File: src/rtl/notes_scroller_if.sv
// Lane control and note-field bus between the game controller and the scroller.
// The controller is master; the scroller is slave.
interface notes_scroller_if;
    logic [1:0]   state;
    logic [6:0]   spawn;
    logic [6:0]   btn;
    logic [191:0] notesMap0;
    logic [191:0] notesMap1;
    logic [191:0] notesMap2;
    logic [191:0] notesMap3;
    logic [191:0] notesMap4;
    logic [191:0] notesMap5;
    logic [191:0] notesMap6;
    logic [6:0]   hit;
    logic [6:0]   miss;
    logic         step;

    modport master (
        output state, spawn, btn,
        input  notesMap0, notesMap1, notesMap2, notesMap3,
        input  notesMap4, notesMap5, notesMap6,
        input  hit, miss, step
    );

    modport slave (
        input  state, spawn, btn,
        output notesMap0, notesMap1, notesMap2, notesMap3,
        output notesMap4, notesMap5, notesMap6,
        output hit, miss, step
    );
endinterface

File: src/rtl/notes_scroller.sv
// Seven-lane falling-note field: scrolls notes toward the hit line,
// judges presses against the hit window and reports hits and misses.
module notes_scroller #(
    parameter int          STEP_DIV = 2_000_000,
    parameter int          HIT_LO   = 5,
    parameter int          HIT_HI   = 7,
    parameter logic [2:0]  NOTE_RGB = 3'b011
) (
    input logic            clk,
    input logic            rst,
    notes_scroller_if.slave bus
);

    localparam int CW = (STEP_DIV > 1) ? $clog2(STEP_DIV) : 1;
    localparam logic [CW-1:0] LAST = CW'(STEP_DIV - 1);

    function automatic logic [63:0] winMask();
        logic [63:0] m;
        m = '0;
        for (int c = 0; c < 64; c++) begin
            m[c] = (c >= HIT_LO) && (c <= HIT_HI);
        end
        return m;
    endfunction

    localparam logic [63:0] WIN = winMask();

    logic [63:0]   occ [7];
    logic [6:0]    pend;
    logic [CW-1:0] cnt;
    logic [6:0]    hitR;
    logic [6:0]    missR;
    logic          stepR;

    logic          play;
    logic          stepNow;
    logic [63:0]   win      [7];
    logic [63:0]   lowBit   [7];
    logic [63:0]   afterHit [7];
    logic [6:0]    hitNext;
    logic [6:0]    missNext;
    logic [191:0]  map      [7];

    // Hits are removed before the shift so a same-cycle press sees pre-shift columns.
    always_comb begin
        play     = (bus.state == 2'd2);
        stepNow  = play && (cnt == LAST);
        hitNext  = '0;
        missNext = '0;
        for (int k = 0; k < 7; k++) begin
            win[k]      = occ[k] & WIN;
            lowBit[k]   = win[k] & (~win[k] + 64'd1);
            hitNext[k]  = play && bus.btn[k] && (|win[k]);
            afterHit[k] = hitNext[k] ? (occ[k] & ~lowBit[k]) : occ[k];
            missNext[k] = stepNow && afterHit[k][0];
        end
    end

    always_ff @(posedge clk or posedge rst) begin
        if (rst) begin
            for (int k = 0; k < 7; k++) occ[k] <= '0;
            pend  <= '0;
            cnt   <= '0;
            hitR  <= '0;
            missR <= '0;
            stepR <= 1'b0;
        end else if (!play) begin
            for (int k = 0; k < 7; k++) occ[k] <= '0;
            pend  <= '0;
            cnt   <= '0;
            hitR  <= '0;
            missR <= '0;
            stepR <= 1'b0;
        end else begin
            for (int k = 0; k < 7; k++) begin
                if (stepNow)
                    occ[k] <= {pend[k] | bus.spawn[k], afterHit[k][63:1]};
                else
                    occ[k] <= afterHit[k];
            end
            pend  <= stepNow ? 7'd0 : (pend | bus.spawn);
            cnt   <= stepNow ? '0 : cnt + 1'b1;
            hitR  <= hitNext;
            missR <= missNext;
            stepR <= stepNow;
        end
    end

    always_comb begin
        for (int k = 0; k < 7; k++) begin
            map[k] = '0;
            for (int c = 0; c < 64; c++) begin
                map[k][3*c +: 3] = occ[k][c] ? NOTE_RGB : 3'b000;
            end
        end
    end

    assign bus.notesMap0 = map[0];
    assign bus.notesMap1 = map[1];
    assign bus.notesMap2 = map[2];
    assign bus.notesMap3 = map[3];
    assign bus.notesMap4 = map[4];
    assign bus.notesMap5 = map[5];
    assign bus.notesMap6 = map[6];
    assign bus.hit       = hitR;
    assign bus.miss      = missR;
    assign bus.step      = stepR;

endmodule
File: src/flat_wrapper.sv
// flat-port wrapper written by rule: the top's interface ports become plain ports
module notes_scroller_flat 
#(
    parameter int          STEP_DIV = 2_000_000,
    parameter int          HIT_LO   = 5,
    parameter int          HIT_HI   = 7,
    parameter logic [2:0]  NOTE_RGB = 3'b011
)
  (clk, rst, bus_state, bus_spawn, bus_btn, bus_notesMap0, bus_notesMap1, bus_notesMap2, bus_notesMap3, bus_notesMap4, bus_notesMap5, bus_notesMap6, bus_hit, bus_miss, bus_step);
  notes_scroller_if bus_i ();
  input logic clk;
  input logic rst;
  input wire logic [$bits(bus_i.state)-1:0] bus_state;
  input wire logic [$bits(bus_i.spawn)-1:0] bus_spawn;
  input wire logic [$bits(bus_i.btn)-1:0] bus_btn;
  output wire logic [$bits(bus_i.notesMap0)-1:0] bus_notesMap0;
  output wire logic [$bits(bus_i.notesMap1)-1:0] bus_notesMap1;
  output wire logic [$bits(bus_i.notesMap2)-1:0] bus_notesMap2;
  output wire logic [$bits(bus_i.notesMap3)-1:0] bus_notesMap3;
  output wire logic [$bits(bus_i.notesMap4)-1:0] bus_notesMap4;
  output wire logic [$bits(bus_i.notesMap5)-1:0] bus_notesMap5;
  output wire logic [$bits(bus_i.notesMap6)-1:0] bus_notesMap6;
  output wire logic [$bits(bus_i.hit)-1:0] bus_hit;
  output wire logic [$bits(bus_i.miss)-1:0] bus_miss;
  output wire logic [$bits(bus_i.step)-1:0] bus_step;
  assign bus_i.state = bus_state;
  assign bus_i.spawn = bus_spawn;
  assign bus_i.btn = bus_btn;
  assign bus_notesMap0 = bus_i.notesMap0;
  assign bus_notesMap1 = bus_i.notesMap1;
  assign bus_notesMap2 = bus_i.notesMap2;
  assign bus_notesMap3 = bus_i.notesMap3;
  assign bus_notesMap4 = bus_i.notesMap4;
  assign bus_notesMap5 = bus_i.notesMap5;
  assign bus_notesMap6 = bus_i.notesMap6;
  assign bus_hit = bus_i.hit;
  assign bus_miss = bus_i.miss;
  assign bus_step = bus_i.step;
  notes_scroller #(.STEP_DIV(STEP_DIV), .HIT_LO(HIT_LO), .HIT_HI(HIT_HI), .NOTE_RGB(NOTE_RGB)) u_core (.clk(clk), .rst(rst), .bus(bus_i));
endmodule
File: config.mk
export PLATFORM = sky130hd
export DESIGN_NAME = notes_scroller_flat
export DESIGN_NICKNAME = d
export VERILOG_FILES = /design/src/rtl/notes_scroller_if.sv /design/src/rtl/notes_scroller.sv /design/src/flat_wrapper.sv
export SDC_FILE = /design/constraint.sdc
export NUM_CORES = 1
export LEC_CHECK = 0
export ABC_CLOCK_PERIOD_IN_PS = 30100
export BUFFER_PORTS_ARGS = -buffer_cell sky130_fd_sc_hd__clkbuf_2
export CORE_AREA = 3 3 532 534
export CTS_BUF_LIST = sky130_fd_sc_hd__clkbuf_16
export CTS_CLUSTER_DIAMETER = 80
export DETAILED_ROUTE_END_ITERATION = 10
export DIE_AREA = 0 0 535 537
export PLACE_DENSITY = 0.3
export SKIP_CTS_REPAIR_TIMING = 1
export SLEW_MARGIN = 20
export SYNTH_ARGS = -nofsm -noshare
export SYNTH_HDL_FRONTEND = slang
export SYNTH_SLANG_ARGS = --single-unit
File: constraint.sdc
create_clock -name clk -period 30.1 [get_ports clk]
set_clock_uncertainty 0.15 [all_clocks]
set_input_delay 6.02 -clock clk [delete_from_list [all_inputs] [get_ports clk]]
set_output_delay 6.02 -clock clk [all_outputs]
set_load 0.03 [all_outputs]
==> metrics.yaml, run 1 <==
yosys:
  synthSimpleGateAreaFrac_pct: 2.82
  netlist.area_leader.share_pct: 50.0
  synthXorXnorAreaFrac_pct: 0.499
  syn_area_per_cell_sq_um: 11.3
  synth_mux_area_share_pct: 0
  synth_top_family_by_area: "buffers and inverters"
  synth_cells: 2174
  ys_warn_count: 0
  synth_seq_cells: 491
  synthDistinctLibCells: 35
  synth-compound-area-share_pct: 16.9
  yosys.area.top_type: "dfrtp_1"
  syn-cell-area_sq_um: 24600
  yosysSeqAreaShare_pct: 50.0
  synth_area_leaders: "dfrtp_1, buf_4, a22o_1"
  synthAdderAreaFrac_pct: 0.0509
global_route:
  grt_pass1_wl_um: 135000
  globalRoute.totalOverflow: 0
  grt_max_degree: 162
  antenna_found_initial: 6
  grt_pass1_vias: 15700
  grtUsageTotal_pct: 6.60
sta:
  maxSlewViolCount: 0
  fin_crit_sh_pct: 33.4
  fmax_mhz: 99.4
  min_period_ns: 10.06
  worst_pin_slew_ns: 0.980
  hold_viol_final: 0
  max_slew_margin_pct: 34.7
  final-setup-viol-count: 0
  tns_ns: 0
  rsz0062_at_grt: "false"
die:
  die_w_um: 535
  core_sq_um: 279000
  pin_count: 1377
  dieArea_sq_um: 287000
  die_h_um: 537
  initial_utilization_pct: 8.81
  fp-row-count: 194
routing:
  drt-total-wl_um: 101000
  drtPass1Iterations: 4
  drcViolationCount: 0
  routed_via_density: 2.62
  routed-via-count: 16800
  post_drt_wl_per_cell_um: 15.8
  dr.first_iter.drc_count: 766
  ant_nets: 0
min_path:
  hold_class: "flip-flop to flip-flop"
  worstHoldPathCells: 2
worst_setup_path:
  cp-end-kind: "flip-flop"
  reg2reg_depth: 11
  crit_arrival_ns: 10.48
  worst-path-max-fanout: 78
  critical_path_class: "input port to flip-flop"
  cp.required_ns: 30.52
  start_kind: "input port"
placement:
  place.gp.congestion: 0.691
  port_buffers: 928
  hpwl_um: 75600
clock_tree:
  htree_num_levels: 3
  cts_buffer_depth: 3
  cts_sinks: 491
  cts_root_buf: "clkbuf_16"
  worstSkewPairLatency_ns: 0.68
  cts-buffers-inserted: 68
  cts_tree: "yes"
  cts.clk_slew.worst_paths_ns: 0.06
final_layout:
  layout-drive-gt1-share_pct: 39.4
  nNetsFinal: 2656
  fin_util_pct: 11.0
  area_delta_synth_final_pct: 25.4
  fillers: 32000
power_and_ir_drop:
  peakVddDrop_uv: 36.5
  p_leak_nw: 15.5
  p_per_area_nw_per_um2: 50.6
job:
  cap_violations: 0
run_status:
  outcome: "finished clean"
-- metal layers --
metal	share of wire (%)	up-vias	routed length (um)	GRT usage [%]
met5	0	-	0	0
met4	3.9	0	3970	3.01
met3	6.7	105	6830	1.41
met2	48	956	48700	11.0
met1	41	8566	41900	8.16
li1	-	7173	-	-
-- through the flow --
| stage | cell area, sq um | setup WS [ns] | power, mW | hold slack [ns] | cells |
|---|---|---|---|---|---|
| 6_report | 30800 | 20.04 | 1.56 | 0.325 | 6416 |
| 5_1_grt | 30800 | 19.75 | 1.64 | 0.343 | 6410 |
| 3_5_place_dp | 28600 | 19.38 | 0.780 | 0.310 | 6291 |
| 4_1_cts | 30800 | 20.14 | 1.61 | 0.325 | 6409 |
| 2_1_floorplan | 26200 | 10.23 | 0.811 | 0.293 | 2621 |
| 3_3_place_gp | 28600 | 19.38 | 0.780 | 0.312 | 6291 |
-- report_power, final --
group	internal (mW)	total [mW]	switching, mW
logic	0.00374	0.107	0.103
registers	0.661	0.661	0.000249
clock network	0.444	0.792	0.348
total	1.11	1.56	0.451
-- state kept, by name, indices dropped and copies added (netlist names) --
register,cells
u_core.bus.miss,7
u_core.occ,448
u_core.pend,7
u_core.cnt,21
u_core.bus.hit,7
u_core.bus.step,1
-- worst max-delay path: stages --
cell and delay [ns]:
clkbuf_2 0.11, nand2b_4 0.29, nor3_4 0.26, buf_4 0.54, buf_4 0.76, buf_4 0.67
buf_4 0.64, buf_4 0.65, a22o_1 0.25
-- synth_stat cells --
master,count
buf_4,896
dfrtp_1,491
a22o_1,413
clkbuf_1,69
buf_2,43
nor2_1,37
a21oi_1,34
nand3_1,28
o21ai_0,25
inv_1,18
nor3_1,17
nand2_1,12
or3_1,11
xnor2_1,10
and2_1,9
a2111oi_0,7
a21o_1,7
o221ai_1,7
o31a_1,7
nand4_1,5
nor4_1,5
or4_1,4
xor2_1,4
buf_1,3
or4b_1,2
and4_1,1
conb_1,1
ha_1,1
nand2b_1,1
nand4b_1,1
nor2b_1,1
nor3_2,1
o21ai_1,1
o31ai_1,1
or2_2,1
-- cell families after synthesis --
family,count (synthesis)
AO/OA/AOI/OAI,502
XOR/XNOR,14
adder cells (fa/ha/maj),1
buffers and inverters,1029
flip-flops,491
other,1
AND/OR/NAND/NOR,136
-- layout by cell type (no fill, tap or decap), types with 5 or more instances in the layout --
master     count
nor2_1        36
clkbuf_16     68
buf_4         28
clkbuf_2     928
inv_1         35
clkinv_2       5
a21o_1         7
a22o_1       413
diode_2        7
or3_1         11
a2111oi_0      7
and2_1         9
o31a_1         7
a21oi_1       33
nand3_1       28
dfrtp_1      491
clkinv_1       9
o221ai_1       7
nand2_1       12
conb_1       448
o21ai_0       25
nand4_1        5
nor3_1        17
xnor2_1       10
-- path summary, 6_finish.rpt --
check	from	to	slack, ns
hold reg to reg	u_core.pend[1]	u_core.pend[1]	0.32
min in group asynchronous	rst	u_core.occ[24]	5.24
setup reg to reg	u_core.cnt[1]	u_core.occ[252]	23.89
max in group asynchronous	rst	u_core.occ[311]	21.14
setup / recovery	bus_state[0]	u_core.occ[252]	20.04
hold / removal	u_core.pend[1]	u_core.pend[1]	0.32
-- area by class of cell --
class / instances / area (sq um) / area share (%)
Clock inverter: 50 / 458 / 1.49
Timing Repair Buffer: 957 / 4870 / 15.8
Multi-Input combinational cell: 1101 / 6730 / 21.9
Inverter: 18 / 75.1 / 0.244
Antenna cell: 7 / 17.5 / 0.0569
Tap cell: 3724 / 4660 / 15.1
Clock buffer: 68 / 1700 / 5.52
Sequential cell: 491 / 12300 / 39.9
No activity file was read; power rests on OpenSTA's default activity.
==> run 2: changes to the inputs <==
Settings changed: ABC_CLOCK_PERIOD_IN_PS 30100 to 10400, CORE_AREA 3 3 532 534 to 3 3 539 541, DIE_AREA 0 0 535 537 to 0 0 542 544.
Clock period 30.1 ns to 10.4 ns, I/O delays scaled along.
==> metrics.yaml, run 2 (synthesis gave the netlist of run 1 again) <==
sta:
  tns_ns: 0  # unchanged
  final-setup-viol-count: 0  # unchanged
  worst_pin_slew_ns: 1.00  # +0.0225 ns
  fin_crit_sh_pct: 41.9
  hold_viol_final: 0  # unchanged
  fin_ws_ns: 6.04  # -14.00 ns
  fmax_mhz: 229
  max_slew_margin_pct: 33.2  # -1.5 points
  rsz0062_at_grt: "false"
  min_period_ns: 4.36
  maxSlewViolCount: 0  # unchanged
job:
  cap_violations: 0  # unchanged
routing:
  dr.first_iter.drc_count: 811  # +5.9%
  drcViolationCount: 0  # unchanged
  post_drt_wl_per_cell_um: 15.6  # -1.6%
  routed-via-count: 16900  # +0.73%
  routed_via_density: 2.63  # +0.26%
  drt-total-wl_um: 100000  # -1.1%
  ant_nets: 0  # unchanged
  drtPass1Iterations: 6  # +2
die:
  die_w_um: 542  # +1.3%
  die_h_um: 544  # +1.3%
  fp-row-count: 196  # +1.0%
  initial_utilization_pct: 8.60  # -0.20 points
  core_sq_um: 285000  # +2.3%
  pin_count: 1377  # unchanged
  dieArea_sq_um: 295000  # +2.6%
final_layout:
  fillers: 32800  # +2.4%
  layout_commonest_cell: "clkbuf_2"
  largest-register: "u_core.occ"
  area_delta_synth_final_pct: 26.1
  layout-drive-gt1-share_pct: 39.4  # about the same
  nNetsFinal: 2652  # -0.15%
  top_regs: "u_core.occ: 448 flops, u_core.cnt: 21 flops"
  final_cell_mix: "clkbuf_2, dfrtp_1, conb_1"
  largest_reg_flops: 448  # unchanged
clock_tree:
  worstSkewPairLatency_ns: 0.74  # +0.06 ns
  cts_sinks: 491  # unchanged
  htree_num_levels: 3  # unchanged
  cts-buffers-inserted: 72  # +5.9%
  cts.clk_slew.worst_paths_ns: 0.06  # about the same
  cts_buffer_depth: 4  # +1
  cts_root_buf: "clkbuf_16"
  cts_tree: "yes"
placement:
  place.gp.congestion: 0.732  # +5.9%
  port_buffers: 928  # unchanged
  place_ws_ns: 5.31  # -14.07 ns
  hpwl_um: 74000  # -2.2%
global_route:
  grt_max_degree: 148  # -8.6%
  antenna_found_initial: 6  # unchanged
  grt_pass1_wl_um: 134000  # -0.94%
  grt_pass1_vias: 15600  # -0.49%
  grtUsageTotal_pct: 6.31  # -0.30 points
  globalRoute.totalOverflow: 0  # unchanged
worst_setup_path:
  slowest_delay_ns: 0.65  # -0.11 ns
  worst-path-max-fanout: 59  # -24%
  critPathBufInv: 4  # -2
  critical_path_class: "input port to flip-flop"
  cp-end-kind: "flip-flop"
  cp.required_ns: 10.90  # -19.62 ns
  crit_arrival_ns: 4.86  # -5.62 ns
  critical-path-slowest-cell: "buf_4"
  start_kind: "input port"
  critPathMostFrequentCell: "buf_4"
  worstPathCellList: "clkbuf_2 -> nand2b_4 -> a21oi_4 -> buf_4 -> buf_4 -> buf_4 -> a22o_1"
  critPathTopFamily: "buffers and inverters"
power_and_ir_drop:
  peakVddDrop_uv: 90.0  # +150%
  p_leak_nw: 15.5  # +0.35%
  p_per_area_nw_per_um2: 150  # +200%
  power_mw: 4.65  # +200%
min_path:
  hold_class: "flip-flop to flip-flop"
run_status:
  outcome: "finished clean"
[run 2: worst paths after layout]
check	end	from	slack [ns]	cells past startpoint
worst max-delay path	u_core.occ[246]	bus_state[0]	6.04	7
max in group asynchronous	u_core.occ[154]	rst	6.80	4
worst max register to register	u_core.occ[246]	u_core.cnt[0]	6.26	7
worst min register to register	u_core.pend[0]	u_core.pend[0]	0.32	2
worst min-delay path	u_core.pend[0]	u_core.pend[0]	0.32	2
min in group asynchronous	u_core.occ[378]	rst	1.31	2
[run 2: routing by layer]
layer  vias up  track usage (%)  routed length [um]
li1       7180                -                   -
met1      8603             7.83               41500
met2      1005             10.4               47600
met3       133             1.18                6720
met4         2             3.20                4590
met5         -                0                   7
[run 2: per-stage QoR]
stage / area, sq um / std cells / hold slack (ns) / util, %
2_1_floorplan: 26200 / 2621 / 0.293 / -
3_3_place_gp: 28700 / 6321 / 0.309 / 10.1
3_5_place_dp: 28700 / 6321 / 0.313 / 10.1
4_1_cts: 31000 / 6442 / 0.326 / 10.8
5_1_grt: 31000 / 6443 / 0.339 / 10.8
6_report: 31000 / 6446 / 0.318 / 10.9
[run 2: worst reg2reg max path, cell delays in order, from the launching register on]
cell	delay, ns
dfrtp_1	0.39
ha_1	0.24
nand4_1	0.33
or4_2	0.86
nor3_4	0.26
buf_12	0.40
buf_12	0.79
a22o_1	0.63
[run 2: final cells by class]
cell class,count,area [sq um],area share [%]
sequential,491,12300,39.7
clock inverter,47,419,1.35
antenna,4,10.0,0.0323
timing repair buffer,949,4900,15.8
clock buffer,74,1850,5.98
multi-input combinational,1101,6730,21.7
tap,3762,4710,15.2
inverter,18,71.3,0.230
[run 2: report_power, final]
part / switching (mW) / leakage (nW) / internal [mW]
logic: 0.299 / 7.48 / 0.0124
clock network: 0.964 / 1.18 / 1.46
registers: 0.000642 / 6.86 / 1.91
total: 1.26 / 15.5 / 3.39
